[config.mk]
export PLATFORM = sky130hd
export DESIGN_NAME = rng_word_arbiter_flat
export DESIGN_NICKNAME = d
export VERILOG_FILES = /design/src/rtl/rng_word_arbiter_if.sv /design/src/rtl/rng_word_arbiter.sv /design/src/flat_wrapper.sv
export SDC_FILE = /design/constraint.sdc
export NUM_CORES = 1
export LEC_CHECK = 0
export BUFFER_PORTS_ARGS = -buffer_cell sky130_fd_sc_hd__buf_2
export CAP_MARGIN = 20
export CORE_MARGIN = 2
export CORE_UTILIZATION = 49
export DETAILED_ROUTE_END_ITERATION = 10
export GPL_TIMING_DRIVEN = 0
export PLACE_DENSITY = 0.8
export SYNTH_ARGS = -nofsm -noshare
export SYNTH_HDL_FRONTEND = slang
export SYNTH_SLANG_ARGS = --single-unit
[constraint.sdc]
create_clock -name clk -period 3.9 [get_ports clk]
set_clock_uncertainty 0.1 [all_clocks]
set_input_delay 0.78 -clock clk [delete_from_list [all_inputs] [get_ports clk]]
set_output_delay 0.78 -clock clk [all_outputs]
set_load 0.02 [all_outputs]
[src/rtl/rng_word_arbiter_if.sv]
// Handshake bundle between the rng_word_arbiter, its requesters and the
// LUT-SR generator it controls.
interface rng_word_arbiter_if #(
    parameter int N_REQ = 4
) ();
    logic             en;
    logic [N_REQ-1:0] req;
    logic [N_REQ-1:0] gnt;
    logic [63:0]      rdata;
    logic             rng_ce;
    logic [63:0]      rng_word;
    logic             rng_ready;

    modport master (
        output en, req, rng_word,
        input  gnt, rdata, rng_ce, rng_ready
    );

    modport slave (
        input  en, req, rng_word,
        output gnt, rdata, rng_ce, rng_ready
    );
endinterface

[src/rtl/rng_word_arbiter.sv]
// Warm-up controller and round-robin word arbiter for a 64-bit LUT-SR generator.
// Optional macro RNG_IDLE_STIR_EN keeps the generator free-running while serving.
module rng_word_arbiter #(
    parameter int N_REQ  = 4,
    parameter int WARMUP = 4096
) (
    input  logic              clk,
    input  logic              reset,
    rng_word_arbiter_if.slave bus
);
    localparam int          PW        = $clog2(N_REQ);
    localparam logic [15:0] WARM_LAST = 16'(WARMUP - 1);

`ifdef RNG_IDLE_STIR_EN
    localparam logic IDLE_CE = 1'b1;
`else
    localparam logic IDLE_CE = 1'b0;
`endif

    typedef enum logic [0:0] {
        ST_WARMUP = 1'b0,
        ST_SERVE  = 1'b1
    } state_t;

    state_t           state_q, state_d;
    logic [15:0]      cnt_q, cnt_d;
    logic [PW-1:0]    ptr_q, ptr_d;
    logic [N_REQ-1:0] gnt_q, gnt_d;
    logic [63:0]      rdata_q, rdata_d;
    logic             ready_q, ready_d;

    logic [N_REQ-1:0] elig_s;
    logic             win_found_s;
    logic [PW-1:0]    win_idx_s;
    logic             ce_s;

    // Round-robin search: first eligible requester at or after the pointer.
    always_comb begin
        logic [PW-1:0] cand;
        logic          hit;
        elig_s      = bus.req & ~gnt_q;
        win_found_s = 1'b0;
        win_idx_s   = {PW{1'b0}};
        cand        = {PW{1'b0}};
        hit         = 1'b0;
        for (int k = 0; k < N_REQ; k++) begin
            cand        = PW'((int'(ptr_q) + k) % N_REQ);
            hit         = !win_found_s && elig_s[cand];
            win_idx_s   = hit ? cand : win_idx_s;
            win_found_s = win_found_s | hit;
        end
    end

    // Next-state, grant and generator clock-enable decisions.
    always_comb begin
        state_d = state_q;
        cnt_d   = cnt_q;
        ptr_d   = ptr_q;
        gnt_d   = {N_REQ{1'b0}};
        rdata_d = rdata_q;
        ready_d = ready_q;
        ce_s    = 1'b0;
        case (state_q)
            ST_WARMUP: begin
                ce_s = 1'b1;
                if (cnt_q == WARM_LAST) begin
                    state_d = ST_SERVE;
                    ready_d = 1'b1;
                end else begin
                    cnt_d = cnt_q + 16'd1;
                end
            end
            ST_SERVE: begin
                if (bus.en && win_found_s) begin
                    ce_s    = 1'b1;
                    gnt_d   = {{(N_REQ-1){1'b0}}, 1'b1} << win_idx_s;
                    rdata_d = bus.rng_word;
                    ptr_d   = (win_idx_s == PW'(N_REQ - 1)) ? {PW{1'b0}}
                                                            : win_idx_s + {{(PW-1){1'b0}}, 1'b1};
                end else begin
                    ce_s = IDLE_CE;
                end
            end
            default: begin
                state_d = ST_WARMUP;
                cnt_d   = 16'd0;
                ptr_d   = {PW{1'b0}};
                ready_d = 1'b0;
            end
        endcase
    end

    // State and output registers; the generator itself is never reset.
    always_ff @(posedge clk or posedge reset) begin
        if (reset) begin
            state_q <= ST_WARMUP;
            cnt_q   <= 16'd0;
            ptr_q   <= {PW{1'b0}};
            gnt_q   <= {N_REQ{1'b0}};
            rdata_q <= 64'd0;
            ready_q <= 1'b0;
        end else begin
            state_q <= state_d;
            cnt_q   <= cnt_d;
            ptr_q   <= ptr_d;
            gnt_q   <= gnt_d;
            rdata_q <= rdata_d;
            ready_q <= ready_d;
        end
    end

    // ce is held low during reset so that exactly WARMUP cycles follow release.
    assign bus.rng_ce    = ce_s & ~reset;
    assign bus.gnt       = gnt_q;
    assign bus.rdata     = rdata_q;
    assign bus.rng_ready = ready_q;
endmodule

[src/flat_wrapper.sv]
// flat-port wrapper written by rule: the top's interface ports become plain ports
module rng_word_arbiter_flat 
#(
    parameter int N_REQ  = 4,
    parameter int WARMUP = 4096
)
  (clk, reset, bus_en, bus_req, bus_rng_word, bus_gnt, bus_rdata, bus_rng_ce, bus_rng_ready);
  rng_word_arbiter_if #(.N_REQ(N_REQ)) bus_i ();
  input  logic clk;
  input  logic reset;
  input wire logic [$bits(bus_i.en)-1:0] bus_en;
  input wire logic [$bits(bus_i.req)-1:0] bus_req;
  input wire logic [$bits(bus_i.rng_word)-1:0] bus_rng_word;
  output wire logic [$bits(bus_i.gnt)-1:0] bus_gnt;
  output wire logic [$bits(bus_i.rdata)-1:0] bus_rdata;
  output wire logic [$bits(bus_i.rng_ce)-1:0] bus_rng_ce;
  output wire logic [$bits(bus_i.rng_ready)-1:0] bus_rng_ready;
  assign bus_i.en = bus_en;
  assign bus_i.req = bus_req;
  assign bus_i.rng_word = bus_rng_word;
  assign bus_gnt = bus_i.gnt;
  assign bus_rdata = bus_i.rdata;
  assign bus_rng_ce = bus_i.rng_ce;
  assign bus_rng_ready = bus_i.rng_ready;
  rng_word_arbiter #(.N_REQ(N_REQ), .WARMUP(WARMUP)) u_core (.clk(clk), .reset(reset), .bus(bus_i));
endmodule
==> metrics.txt, run 1 <==
# TYPE chip_impl_metric gauge
chip_impl_metric{name="synth-edff-count",unit=""} 0
chip_impl_metric{name="ioPinCount",unit=""} 141
chip_impl_info{name="root_buffer",value="sky130_fd_sc_hd__clkbuf_8"} 1
chip_impl_metric{name="seqPwrFrac",unit="%"} 55.9
chip_impl_metric{name="dpl.hpwl",unit="um"} 5760
chip_impl_metric{name="power.combinational.fraction",unit="%"} 4.4
chip_impl_metric{name="detail_route.first_pass.iterations",unit=""} 4
chip_impl_metric{name="synth_async_sr_flop_share",unit="%"} 100
chip_impl_metric{name="synthDistinctLibCells",unit=""} 41
chip_impl_metric{name="wl_per_cell",unit="um"} 14.5
chip_impl_metric{name="timing.critical_path.fanout_max",unit=""} 6
chip_impl_metric{name="worst_setup_hold_path_clk_slew",unit="ns"} 0.09
chip_impl_metric{name="die-area",unit="um^2"} 8180
chip_impl_metric{name="cellInternalPower",unit="mW"} 1.25
chip_impl_metric{name="clkPwrFrac",unit="%"} 39.7
chip_impl_info{name="most_common_flop_cell_mapped_by_yosys",value="sky130_fd_sc_hd__dfrtp_1"} 1
chip_impl_metric{name="power_switching",unit="uW"} 378
chip_impl_metric{name="cts.sinks",unit=""} 88
chip_impl_metric{name="portion_of_the_post_synthesis_area_used_by_sequential_elements",unit="%"} 60.2
chip_impl_metric{name="post_route_cells_drive_above_1_share",unit="%"} 51.1
chip_impl_metric{name="numPortBuffers",unit=""} 140
chip_impl_metric{name="clk-insertion-delay-late",unit="ns"} 0.35
chip_impl_metric{name="power_per_cell_area",unit="nW/um^2"} 345
chip_impl_metric{name="maximum_number_of_pins_on_one_net_before_global_route_repair",unit=""} 53
chip_impl_metric{name="post-route-util",unit="%"} 65.1
chip_impl_metric{name="rr_worst_depth",unit=""} 6
chip_impl_metric{name="die_w",unit="um"} 90.4
chip_impl_metric{name="drv_slew",unit=""} 0
chip_impl_metric{name="vias_per_cell",unit=""} 5.01
chip_impl_metric{name="clock_path_buffers",unit=""} 2
chip_impl_metric{name="total_wire_length_after_detailed_routing",unit="um"} 7350
chip_impl_metric{name="floorplan.rows",unit=""} 31
chip_impl_info{name="clock_tree_from_tritoncts",value="yes"} 1
chip_impl_metric{name="number_of_antenna_violations_at_the_first_check_in_global_routing",unit=""} 0
chip_impl_metric{name="drc",unit=""} 0
chip_impl_metric{name="fin_crit",unit="ns"} 2.85
chip_impl_metric{name="core_ar",unit="um^2"} 7250
chip_impl_info{name="rsz_0062_raised_after_global_routing",value="no"} 1
chip_impl_metric{name="via_count_of_the_first_global_routing_pass",unit=""} 2569
chip_impl_metric{name="r2r_setup_slack",unit="ns"} 1.87
chip_impl_metric{name="worstPathRequired",unit="ns"} 3.02
chip_impl_metric{name="max_freq",unit="GHz"} 0.351
chip_impl_metric{name="holdBufCountCts",unit=""} 0
chip_impl_metric{name="arr_time_crit_path",unit="ns"} 1.97
chip_impl_info{name="critical_path.startpoint_type",value="input pin"} 1
chip_impl_metric{name="period_share",unit="%"} 73.1
chip_impl_info{name="most_common_cell_after_layout_fill_and_taps_aside",value="sky130_fd_sc_hd__buf_2"} 1
chip_impl_metric{name="cts-resized-gates",unit=""} 0
chip_impl_metric{name="report.final.hold_viol_count",unit=""} 0
chip_impl_info{name="critPathCaptureType",value="output port"} 1
chip_impl_info{name="outcome",value="complete, no violations"} 1
chip_impl_metric{name="cts_made_buffers",unit=""} 9
chip_impl_metric{name="postSynthRegisterBits",unit=""} 88
chip_impl_metric{name="area_growth",unit="%"} 29.0
chip_impl_metric{name="initial_utilization",unit="%"} 50.5
chip_impl_metric{name="syn-cell-area",unit="um^2"} 3660
chip_impl_metric{name="leak_pwr",unit="nW"} 2.72
chip_impl_metric{name="postSynthCellCount",unit=""} 252
chip_impl_metric{name="maxSlewHeadroom",unit="%"} 69.0
chip_impl_metric{name="finish.net_count",unit=""} 480
chip_impl_info{name="worstHoldPathType",value="input pin to async pin"} 1
chip_impl_metric{name="grt_first_pass_wirelength",unit="um"} 12100
chip_impl_metric{name="post_synth.cell_area_avg",unit="um^2"} 14.5
chip_impl_metric{name="h-tree-depth",unit=""} 3
chip_impl_metric{name="ys_warn_count",unit=""} 0
chip_impl_metric{name="detailroute.via_count",unit=""} 2547
chip_impl_metric{name="routabilityCongestion",unit=""} 0.744
chip_impl_info{name="r2r-start",value="u_core.bus.gnt[3]$_DFF_PP0_"} 1
chip_impl_metric{name="die_height",unit="um"} 90.4
chip_impl_metric{name="synth.net_count",unit=""} 328
chip_impl_metric{name="cts.repair_timing.setup_buffer_count",unit=""} 0
chip_impl_metric{name="n_antenna_cell",unit=""} 0
chip_impl_metric{name="peakVddDrop",unit="uV"} 158
chip_impl_metric{name="grt.overflow.total",unit=""} 0
chip_impl_metric{name="final.setup.tns",unit="ns"} 0
chip_impl_metric{name="max_cap_violations",unit=""} 0
chip_impl_info{name="layout_common_cells",value="sky130_fd_sc_hd__buf_2 (143), sky130_fd_sc_hd__dfrtp_1 (88), sky130_fd_sc_hd__mux2_2 (37)"} 1
chip_impl_info{name="critical_path_class",value="input pin to output port"} 1
chip_impl_metric{name="timing.final.setup_violations",unit=""} 0
chip_impl_metric{name="total_power",unit="mW"} 1.63
chip_impl_metric{name="globalRouteTotalUtil",unit="%"} 18.6
chip_impl_info{name="regToRegEndpoint",value="u_core.ptr_q[1]$_DFFE_PP0P_"} 1
chip_impl_metric{name="drtAntennaViolNets",unit=""} 0
chip_impl_metric{name="n_fill_cell",unit=""} 565
chip_impl_metric{name="worstMarginPinSlew",unit="ns"} 0.466
chip_impl_metric{name="drtIter0Drc",unit=""} 43
chip_impl_metric{name="p_sw_share",unit="%"} 23.2
==> state kept, by name, summed over array words and instances, names as in the netlist <==
register and cells:
u_core.bus.gnt 4, u_core.bus.rdata 64, u_core.bus.rng_ready 1, u_core.cnt_q 16, u_core.ptr_q 2, u_core.state_q 1
==> Yosys cell counts (2+ instances only) <==
master | n | share of area (%)
sky130_fd_sc_hd__nor3_1 | 2 | 0.27
sky130_fd_sc_hd__nor4b_1 | 2 | 0.48
sky130_fd_sc_hd__and2_1 | 3 | 0.51
sky130_fd_sc_hd__buf_2 | 3 | 0.41
sky130_fd_sc_hd__nor2b_1 | 2 | 0.34
sky130_fd_sc_hd__a21oi_1 | 3 | 0.41
sky130_fd_sc_hd__xor2_1 | 7 | 1.7
sky130_fd_sc_hd__nand3_1 | 3 | 0.41
sky130_fd_sc_hd__o22ai_1 | 2 | 0.34
sky130_fd_sc_hd__nor3b_1 | 2 | 0.41
sky130_fd_sc_hd__inv_1 | 4 | 0.41
sky130_fd_sc_hd__nand4_1 | 6 | 1.0
sky130_fd_sc_hd__and4_1 | 2 | 0.48
sky130_fd_sc_hd__dfrtp_1 | 88 | 60
sky130_fd_sc_hd__ha_1 | 5 | 1.7
sky130_fd_sc_hd__o21ai_0 | 3 | 0.41
sky130_fd_sc_hd__buf_6 | 3 | 0.92
sky130_fd_sc_hd__nand2b_1 | 2 | 0.34
sky130_fd_sc_hd__nand2_1 | 8 | 0.82
sky130_fd_sc_hd__xnor2_1 | 6 | 1.4
sky130_fd_sc_hd__mux2_1 | 29 | 8.9
sky130_fd_sc_hd__mux2_2 | 37 | 11
sky130_fd_sc_hd__and3_1 | 6 | 1.0
sky130_fd_sc_hd__nor2_1 | 7 | 0.72
==> worst max-delay path: stages <==
cell and delay (ns):
sky130_fd_sc_hd__buf_2 0.09, sky130_fd_sc_hd__nor2b_2 0.19, sky130_fd_sc_hd__or4_1 0.58, sky130_fd_sc_hd__nand2_1 0.10
sky130_fd_sc_hd__a21oi_1 0.06, sky130_fd_sc_hd__buf_2 0.16
==> worst max-delay path by stage <==
| stage | from | end | cells past startpoint |
|---|---|---|---|
| 6_report | bus_req[3] | bus_rng_ce | 6 |
| 3_3_place_gp | reset | u_core.bus.rdata[56]$_DFFE_PP0P_ | 2 |
| 4_1_cts | bus_req[3] | bus_rng_ce | 6 |
| 3_5_place_dp | bus_req[3] | bus_rng_ce | 6 |
| 5_1_grt | bus_req[3] | bus_rng_ce | 6 |
| 2_1_floorplan | reset | u_core.bus.gnt[0]$_DFF_PP0_ | 1 |
==> cell families (layout without fill, tap and decap cells) <==
logic type,Yosys count,in the layout,share of synthesized area (%)
compound gates,16,16,3.52
xor+xnor,13,13,3.11
fa+ha+maj,5,5,1.71
buf+inv,11,168,1.95
flops,88,88,60.2
mux,66,66,20.3
simple gates,53,53,9.23
==> per-stage QoR <==
step	setup slack [ns]	hold WS (ns)	cells	instance area [um^2]
3_3_place_gp	-0.158	0.359	491	4480
3_5_place_dp	1.06	0.356	492	4510
5_1_grt	1.00	0.365	508	4720
6_report	1.05	0.348	508	4720
4_1_cts	1.05	0.354	508	4720
2_1_floorplan	0.741	0.356	252	3660
==> power by group through the flow <==
stage | Combinational, mW | Sequential [mW] | Clock, mW
after detailed placement | 0.0733 | 0.930 | 0
after floorplan | 0.0270 | 0.930 | 0
after global routing | 0.0814 | 0.912 | 0.707
final | 0.0715 | 0.912 | 0.648
after global placement | 0.0661 | 0.930 | 0
after CTS | 0.0738 | 0.912 | 0.667
==> area by class of cell <==
class,instances,area [um^2],share of cell area (%)
flip-flops and latches,88,2200,46.6
multi-input cells,153,1390,29.4
repair buffers,141,728,15.4
clock buffers,9,124,2.62
well taps,99,124,2.62
clock inverters,7,82.6,1.75
plain buffers,7,56.3,1.19
inverters,4,17.5,0.371
==> per-layer routing <==
metal  vias to the layer above  part of all wire, %  global-route usage, %
met5                         -                    0                      0
met2                       103                   50                   31.6
met4                         0                  1.2                   6.15
met1                      1225                   43                   23.4
li1                       1210                    -                      -
met3                         9                  5.7                   4.67
Note: power is estimated with default switching activity, not from simulation.
==> run 2, diff against run 1 <==
==> constraint.sdc (replaced) <==
create_clock -name clk -period 2.7 [get_ports clk]
set_clock_uncertainty 0.1 [all_clocks]
set_input_delay 0.54 -clock clk [delete_from_list [all_inputs] [get_ports clk]]
set_output_delay 0.54 -clock clk [all_outputs]
set_load 0.02 [all_outputs]
==> metrics.txt, run 2 (synthesis results as in run 1) <==
# TYPE chip_impl_metric gauge
chip_impl_metric{name="drc",unit=""} 0
chip_impl_metric{name="cts-resized-gates",unit=""} 0
chip_impl_metric{name="cts.repair_timing.setup_buffer_count",unit=""} 0
chip_impl_info{name="outcome",value="complete, no violations"} 1
chip_impl_metric{name="drtAntennaViolNets",unit=""} 0
chip_impl_metric{name="report.final.hold_viol_count",unit=""} 0
chip_impl_metric{name="detail_route.first_pass.iterations",unit=""} 5
chip_impl_info{name="layout_common_cells",value="sky130_fd_sc_hd__buf_2 (143), sky130_fd_sc_hd__dfrtp_1 (88), sky130_fd_sc_hd__mux2_2 (37)"} 1
chip_impl_info{name="root_buffer",value="sky130_fd_sc_hd__clkbuf_8"} 1
chip_impl_metric{name="cts_made_buffers",unit=""} 9
chip_impl_metric{name="power_per_cell_area",unit="nW/um^2"} 517
chip_impl_metric{name="finish.net_count",unit=""} 481
chip_impl_metric{name="timing.critical_path.fanout_max",unit=""} 6
chip_impl_metric{name="vias_per_cell",unit=""} 5.01
chip_impl_metric{name="worstMarginPinSlew",unit="ns"} 0.444
chip_impl_metric{name="post_route_cells_drive_above_1_share",unit="%"} 51.2
chip_impl_metric{name="arr_time_crit_path",unit="ns"} 1.75
chip_impl_metric{name="fin_crit",unit="ns"} 2.39
chip_impl_metric{name="die-area",unit="um^2"} 8180
chip_impl_info{name="setup_crit_start",value="bus_req[3]"} 1
chip_impl_metric{name="largest_reg_flops",unit=""} 64
chip_impl_info{name="critPathCaptureType",value="output port"} 1
chip_impl_metric{name="timing.final.setup_violations",unit=""} 0
chip_impl_metric{name="die_w",unit="um"} 90.4
chip_impl_info{name="regToRegEndpoint",value="u_core.ptr_q[1]$_DFFE_PP0P_"} 1
chip_impl_metric{name="rr_worst_depth",unit=""} 6
chip_impl_metric{name="dpl.hpwl",unit="um"} 5700
chip_impl_metric{name="post-route-util",unit="%"} 65.7
chip_impl_metric{name="r2r_setup_slack",unit="ns"} 0.69
chip_impl_metric{name="grt_first_pass_wirelength",unit="um"} 12200
chip_impl_info{name="worstHoldPathType",value="input pin to async pin"} 1
chip_impl_metric{name="numPortBuffers",unit=""} 140
chip_impl_info{name="clock_tree_from_tritoncts",value="yes"} 1
chip_impl_info{name="critical_path.startpoint_type",value="input pin"} 1
chip_impl_metric{name="cts.sinks",unit=""} 88
chip_impl_metric{name="period_share",unit="%"} 88.6
chip_impl_info{name="rsz_0062_raised_after_global_routing",value="no"} 1
chip_impl_metric{name="holdBufCountCts",unit=""} 0
chip_impl_metric{name="grt_use_met2",unit="%"} 31.5
chip_impl_metric{name="ioPinCount",unit=""} 141
chip_impl_metric{name="worstPathRequired",unit="ns"} 2.06
chip_impl_metric{name="routabilityCongestion",unit=""} 0.759
chip_impl_metric{name="die_height",unit="um"} 90.4
chip_impl_metric{name="clk-insertion-delay-late",unit="ns"} 0.35
chip_impl_metric{name="global_route.usage.met3",unit="%"} 4.42
chip_impl_metric{name="final.setup.tns",unit="ns"} 0
chip_impl_metric{name="number_of_antenna_violations_at_the_first_check_in_global_routing",unit=""} 0
chip_impl_metric{name="core_ar",unit="um^2"} 7250
chip_impl_metric{name="maxSlewHeadroom",unit="%"} 70.3
chip_impl_metric{name="gr_layer_usage_met1",unit="%"} 24.1
chip_impl_metric{name="via_count_of_the_first_global_routing_pass",unit=""} 2571
chip_impl_metric{name="area_growth",unit="%"} 30.2
chip_impl_metric{name="worst_setup_hold_path_clk_slew",unit="ns"} 0.09
chip_impl_info{name="critical_path_class",value="input pin to output port"} 1
chip_impl_info{name="r2r-start",value="u_core.bus.gnt[0]$_DFF_PP0_"} 1
chip_impl_info{name="globalRoute.busiestLayer",value="met2"} 1
chip_impl_metric{name="leak_pwr",unit="nW"} 2.75
chip_impl_metric{name="wl_per_cell",unit="um"} 14.4
chip_impl_metric{name="max_freq",unit="GHz"} 0.418
chip_impl_metric{name="globalRouteTotalUtil",unit="%"} 18.7
chip_impl_metric{name="peakVddDrop",unit="uV"} 251
chip_impl_metric{name="n_antenna_cell",unit=""} 0
chip_impl_metric{name="drtIter0Drc",unit=""} 58
chip_impl_metric{name="detailroute.via_count",unit=""} 2551
chip_impl_metric{name="maximum_number_of_pins_on_one_net_before_global_route_repair",unit=""} 40
chip_impl_metric{name="total_wire_length_after_detailed_routing",unit="um"} 7330
chip_impl_metric{name="max_cap_violations",unit=""} 0
chip_impl_metric{name="initial_utilization",unit="%"} 50.5
chip_impl_metric{name="clock_path_buffers",unit=""} 2
chip_impl_metric{name="grt.overflow.total",unit=""} 0
chip_impl_metric{name="floorplan.rows",unit=""} 31
chip_impl_info{name="most_common_cell_after_layout_fill_and_taps_aside",value="sky130_fd_sc_hd__buf_2"} 1
chip_impl_metric{name="h-tree-depth",unit=""} 3
chip_impl_metric{name="drv_slew",unit=""} 0
-- run 2: cell types whose count changed in the layout (fill, tap and decap cells not counted) --
cell | previous run | this run
sky130_fd_sc_hd__buf_12 | 0 | 2
sky130_fd_sc_hd__clkbuf_8 | 9 | 11
sky130_fd_sc_hd__clkinv_4 | 0 | 2
sky130_fd_sc_hd__inv_6 | 3 | 1
sky130_fd_sc_hd__buf_16 | 1 | 0
sky130_fd_sc_hd__bufinv_16 | 1 | 2
sky130_fd_sc_hd__clkinvlp_4 | 2 | 1
sky130_fd_sc_hd__inv_4 | 1 | 0
sky130_fd_sc_hd__inv_8 | 1 | 0
-- run 2: worst max path at each step --
stage / cells past startpoint / to / slack (ns)
after detailed placement: 6 / bus_rng_ce / 0.31
after floorplan: 4 / bus_rng_ce / 0.55
after CTS: 5 / bus_rng_ce / 0.29
after global routing: 5 / bus_rng_ce / 0.18
final: 6 / bus_rng_ce / 0.31
after global placement: 6 / bus_rng_ce / 0.34
-- run 2: report_power, final --
| part | switching (mW) | leakage (nW) | internal (mW) | total [mW] |
|---|---|---|---|---|
| logic | 0.0543 | 1.41 | 0.0505 | 0.105 |
| clock network | 0.465 | 0.120 | 0.578 | 1.04 |
| registers | 0 | 1.22 | 1.32 | 1.32 |
-- run 2: final cells by class --
| class | count | area (um^2) |
|---|---|---|
| buffer | 7 | 56.3 |
| clock buffer | 11 | 151 |
| clock inverter | 5 | 86.3 |
| fill | 555 | 2490 |
| inverter | 4 | 18.8 |
| multi-input combinational | 153 | 1390 |
| sequential | 88 | 2200 |
| tap | 99 | 124 |
| timing repair buffer | 142 | 741 |
-- run 2: metal layers --
layer	vias up	share of wire, %
met4	0	1.1
met2	105	49
met5	-	0
met1	1233	43
met3	7	6.2
li1	1206	-
-- run 2: critical path: stages --
cell and delay (ns):
sky130_fd_sc_hd__buf_2 0.09, sky130_fd_sc_hd__nor2b_2 0.19, sky130_fd_sc_hd__or4_1 0.60, sky130_fd_sc_hd__nand2_1 0.11, sky130_fd_sc_hd__a21oi_1 0.06, sky130_fd_sc_hd__buf_2 0.16
-- run 2: metrics by stage --
step	total power, mW	cells	hold slack, ns	setup slack (ns)	instance area, um^2
2_1_floorplan	1.38	252	0.356	0.554	3660
3_3_place_gp	1.44	491	0.359	0.339	4490
3_5_place_dp	1.45	493	0.364	0.313	4530
4_1_cts	2.49	509	0.0931	0.295	4770
5_1_grt	2.57	509	0.123	0.181	4770
6_report	2.46	509	0.102	0.307	4770
==> run 3, diff against run 2 <==
--- a/config.mk
+++ b/config.mk
@@ -11,7 +11,8 @@
 export CORE_UTILIZATION = 49
 export DETAILED_ROUTE_END_ITERATION = 10
 export GPL_TIMING_DRIVEN = 0
-export PLACE_DENSITY = 0.8
+export PLACE_DENSITY_LB_ADDON = 0.25
+export SLEW_MARGIN = 10
 export SYNTH_ARGS = -nofsm -noshare
 export SYNTH_HDL_FRONTEND = slang
 export SYNTH_SLANG_ARGS = --single-unit
==> metrics.txt, run 3 (synthesis results as in run 1) <==
# TYPE chip_impl_metric gauge
chip_impl_info{name="outcome",value="complete, no violations"} 1
chip_impl_metric{name="die-area",unit="um^2"} 8180
chip_impl_metric{name="worstPathRequired",unit="ns"} 2.06
chip_impl_metric{name="dpl.hpwl",unit="um"} 5600
chip_impl_metric{name="die_w",unit="um"} 90.4
chip_impl_metric{name="clk-insertion-delay-late",unit="ns"} 0.35
chip_impl_info{name="critical-path-slowest-cell",value="sky130_fd_sc_hd__or4_1"} 1
chip_impl_metric{name="maxSlewHeadroom",unit="%"} 64.8
chip_impl_metric{name="via_count_of_the_first_global_routing_pass",unit=""} 2440
chip_impl_metric{name="cts_made_buffers",unit=""} 9
chip_impl_metric{name="detailed_place.area",unit="um^2"} 4530
chip_impl_metric{name="final_cells",unit=""} 508
chip_impl_metric{name="timing.critical_path.fanout_max",unit=""} 6
chip_impl_metric{name="power_per_cell_area",unit="nW/um^2"} 504
chip_impl_metric{name="routabilityCongestion",unit=""} 0.784
chip_impl_metric{name="finish.net_count",unit=""} 481
chip_impl_metric{name="largest_reg_flops",unit=""} 64
chip_impl_metric{name="post_route_cells_drive_above_1_share",unit="%"} 50.9
chip_impl_metric{name="floorplan.rows",unit=""} 31
chip_impl_metric{name="grt.overflow.total",unit=""} 0
chip_impl_metric{name="report.final.hold_viol_count",unit=""} 0
chip_impl_metric{name="cts-resized-gates",unit=""} 0
chip_impl_metric{name="period_share",unit="%"} 88.5
chip_impl_metric{name="total_wire_length_after_detailed_routing",unit="um"} 7220
chip_impl_metric{name="h-tree-depth",unit=""} 3
chip_impl_metric{name="n_fill_cell",unit=""} 551
chip_impl_metric{name="timing.final.setup_violations",unit=""} 0
chip_impl_metric{name="drtIter0Drc",unit=""} 84
chip_impl_metric{name="vias_per_cell",unit=""} 4.97
chip_impl_info{name="root_buffer",value="sky130_fd_sc_hd__clkbuf_8"} 1
chip_impl_metric{name="numPortBuffers",unit=""} 140
chip_impl_metric{name="worstMarginPinSlew",unit="ns"} 0.526
chip_impl_info{name="critical_path.startpoint_type",value="register"} 1
chip_impl_metric{name="final.setup.tns",unit="ns"} 0
chip_impl_metric{name="globalRouteTotalUtil",unit="%"} 18.2
chip_impl_metric{name="initial_utilization",unit="%"} 50.5
chip_impl_metric{name="fin_crit",unit="ns"} 2.39
chip_impl_metric{name="max_freq",unit="GHz"} 0.419
chip_impl_metric{name="cts.repair_timing.setup_buffer_count",unit=""} 0
chip_impl_metric{name="grt_first_pass_wirelength",unit="um"} 11900
chip_impl_metric{name="post-route-util",unit="%"} 65.3
chip_impl_metric{name="timing.hold.ws",unit="ns"} 0.130
chip_impl_metric{name="drv_slew",unit=""} 0
chip_impl_metric{name="drc",unit=""} 0
chip_impl_metric{name="detail_route.first_pass.iterations",unit=""} 4
chip_impl_metric{name="number_of_antenna_violations_at_the_first_check_in_global_routing",unit=""} 0
chip_impl_metric{name="clock_path_buffers",unit=""} 2
chip_impl_metric{name="detailroute.via_count",unit=""} 2527
chip_impl_metric{name="arr_time_crit_path",unit="ns"} 1.75
chip_impl_info{name="crit_chain",value="nor2b_4, or4_1, nand2_1, a21oi_1, buf_2"} 1
chip_impl_metric{name="n_antenna_cell",unit=""} 0
chip_impl_metric{name="wl_per_cell",unit="um"} 14.2
chip_impl_metric{name="drtAntennaViolNets",unit=""} 0
chip_impl_metric{name="core_ar",unit="um^2"} 7250
chip_impl_metric{name="leak_pwr",unit="nW"} 2.73
chip_impl_metric{name="worst_setup_hold_path_clk_slew",unit="ns"} 0.09
chip_impl_metric{name="ioPinCount",unit=""} 141
chip_impl_info{name="critical_path_class",value="register to output port"} 1
chip_impl_info{name="worstHoldPathType",value="input pin to async pin"} 1
chip_impl_info{name="rsz_0062_raised_after_global_routing",value="no"} 1
chip_impl_metric{name="maximum_number_of_pins_on_one_net_before_global_route_repair",unit=""} 40
chip_impl_info{name="clock_tree_from_tritoncts",value="yes"} 1
chip_impl_metric{name="cts.sinks",unit=""} 88
chip_impl_metric{name="timing.critical_path.slowest_cell_delay",unit="ns"} 0.61
chip_impl_metric{name="final_cell_area",unit="um^2"} 4740
chip_impl_metric{name="die_height",unit="um"} 90.4
chip_impl_metric{name="holdBufCountCts",unit=""} 0
chip_impl_info{name="critPathCaptureType",value="output port"} 1
chip_impl_metric{name="dpl.cell_count",unit=""} 493
chip_impl_info{name="layout_common_cells",value="sky130_fd_sc_hd__buf_2 (143), sky130_fd_sc_hd__dfrtp_1 (88), sky130_fd_sc_hd__mux2_2 (37)"} 1
chip_impl_info{name="most_common_cell_after_layout_fill_and_taps_aside",value="sky130_fd_sc_hd__buf_2"} 1
chip_impl_metric{name="peakVddDrop",unit="uV"} 302
chip_impl_metric{name="max_cap_violations",unit=""} 0
chip_impl_metric{name="area_growth",unit="%"} 29.4
## run 3: cell types whose count changed in the layout (fill, tap and decap cells not counted)
cell	delta
sky130_fd_sc_hd__clkbuf_1	+1
sky130_fd_sc_hd__clkbuf_8	-2
sky130_fd_sc_hd__clkinv_2	+1
sky130_fd_sc_hd__clkinv_4	-2
sky130_fd_sc_hd__clkinvlp_4	+1
## run 3: power by group
group / total (mW) / leakage (nW) / switching [mW] / internal (mW)
registers: 1.32 / 1.22 / 0 / 1.32
logic: 0.105 / 1.41 / 0.0543 / 0.0507
clock network: 0.966 / 0.103 / 0.447 / 0.518
total: 2.39 / 2.73 / 0.501 / 1.89
## run 3: worst paths after layout
check	endpoint	slack, ns	from	cells past startpoint
worst min-delay path	u_core.state_q$_DFF_PP0_	0.13	reset	2
worst max register to register	u_core.ptr_q[1]$_DFFE_PP0P_	0.72	u_core.bus.gnt[0]$_DFF_PP0_	6
worst max-delay path	bus_rng_ce	0.31	u_core.bus.gnt[1]$_DFF_PP0_	5
max in group asynchronous	u_core.bus.rdata[42]$_DFFE_PP0P_	1.81	reset	3
worst min register to register	u_core.bus.rng_ready$_DFFE_PP0P_	0.39	u_core.bus.rng_ready$_DFFE_PP0P_	1
min in group clk	u_core.bus.rdata[57]$_DFFE_PP0P_	0.30	bus_rng_word[57]	2
## run 3: final cells by class
type                    instances  area, um^2  share of cell area (%)
plain buffers                   7        56.3                    1.19
clock buffers                  10         128                    2.69
clock inverters                 5        81.3                    1.72
inverters                       4        18.8                   0.396
multi-input cells             153        1390                    29.3
flip-flops and latches         88        2200                    46.5
well taps                      99         124                    2.61
repair buffers                142         741                    15.6
## run 3: worst max-delay path: cells and delay by family (launching register included)
kind                   cells  cell delay, ns
AOI/OAI and AO/OA          1            0.06
buffers and inverters      1            0.16
and+or+nand+nor            3            0.79
DFF                        1            0.40
## run 3: through the flow
stage          worst slack [ns]  power, mW
3_3_place_gp              0.338       1.44
2_1_floorplan             0.554       1.38
5_1_grt                   0.232       2.50
6_report                  0.311       2.39
4_1_cts                   0.287       2.42
3_5_place_dp              0.319       1.45
## run 3: metal layers
| layer | GRT usage, % | vias up | part of all wire, % |
|---|---|---|---|
| li1 | - | 1202 | - |
| met1 | 25.3 | 1216 | 45 |
| met2 | 28.6 | 103 | 48 |
| met3 | 4.34 | 6 | 6.3 |
| met4 | 5.77 | 0 | 0.68 |
| met5 | 0 | - | 0 |
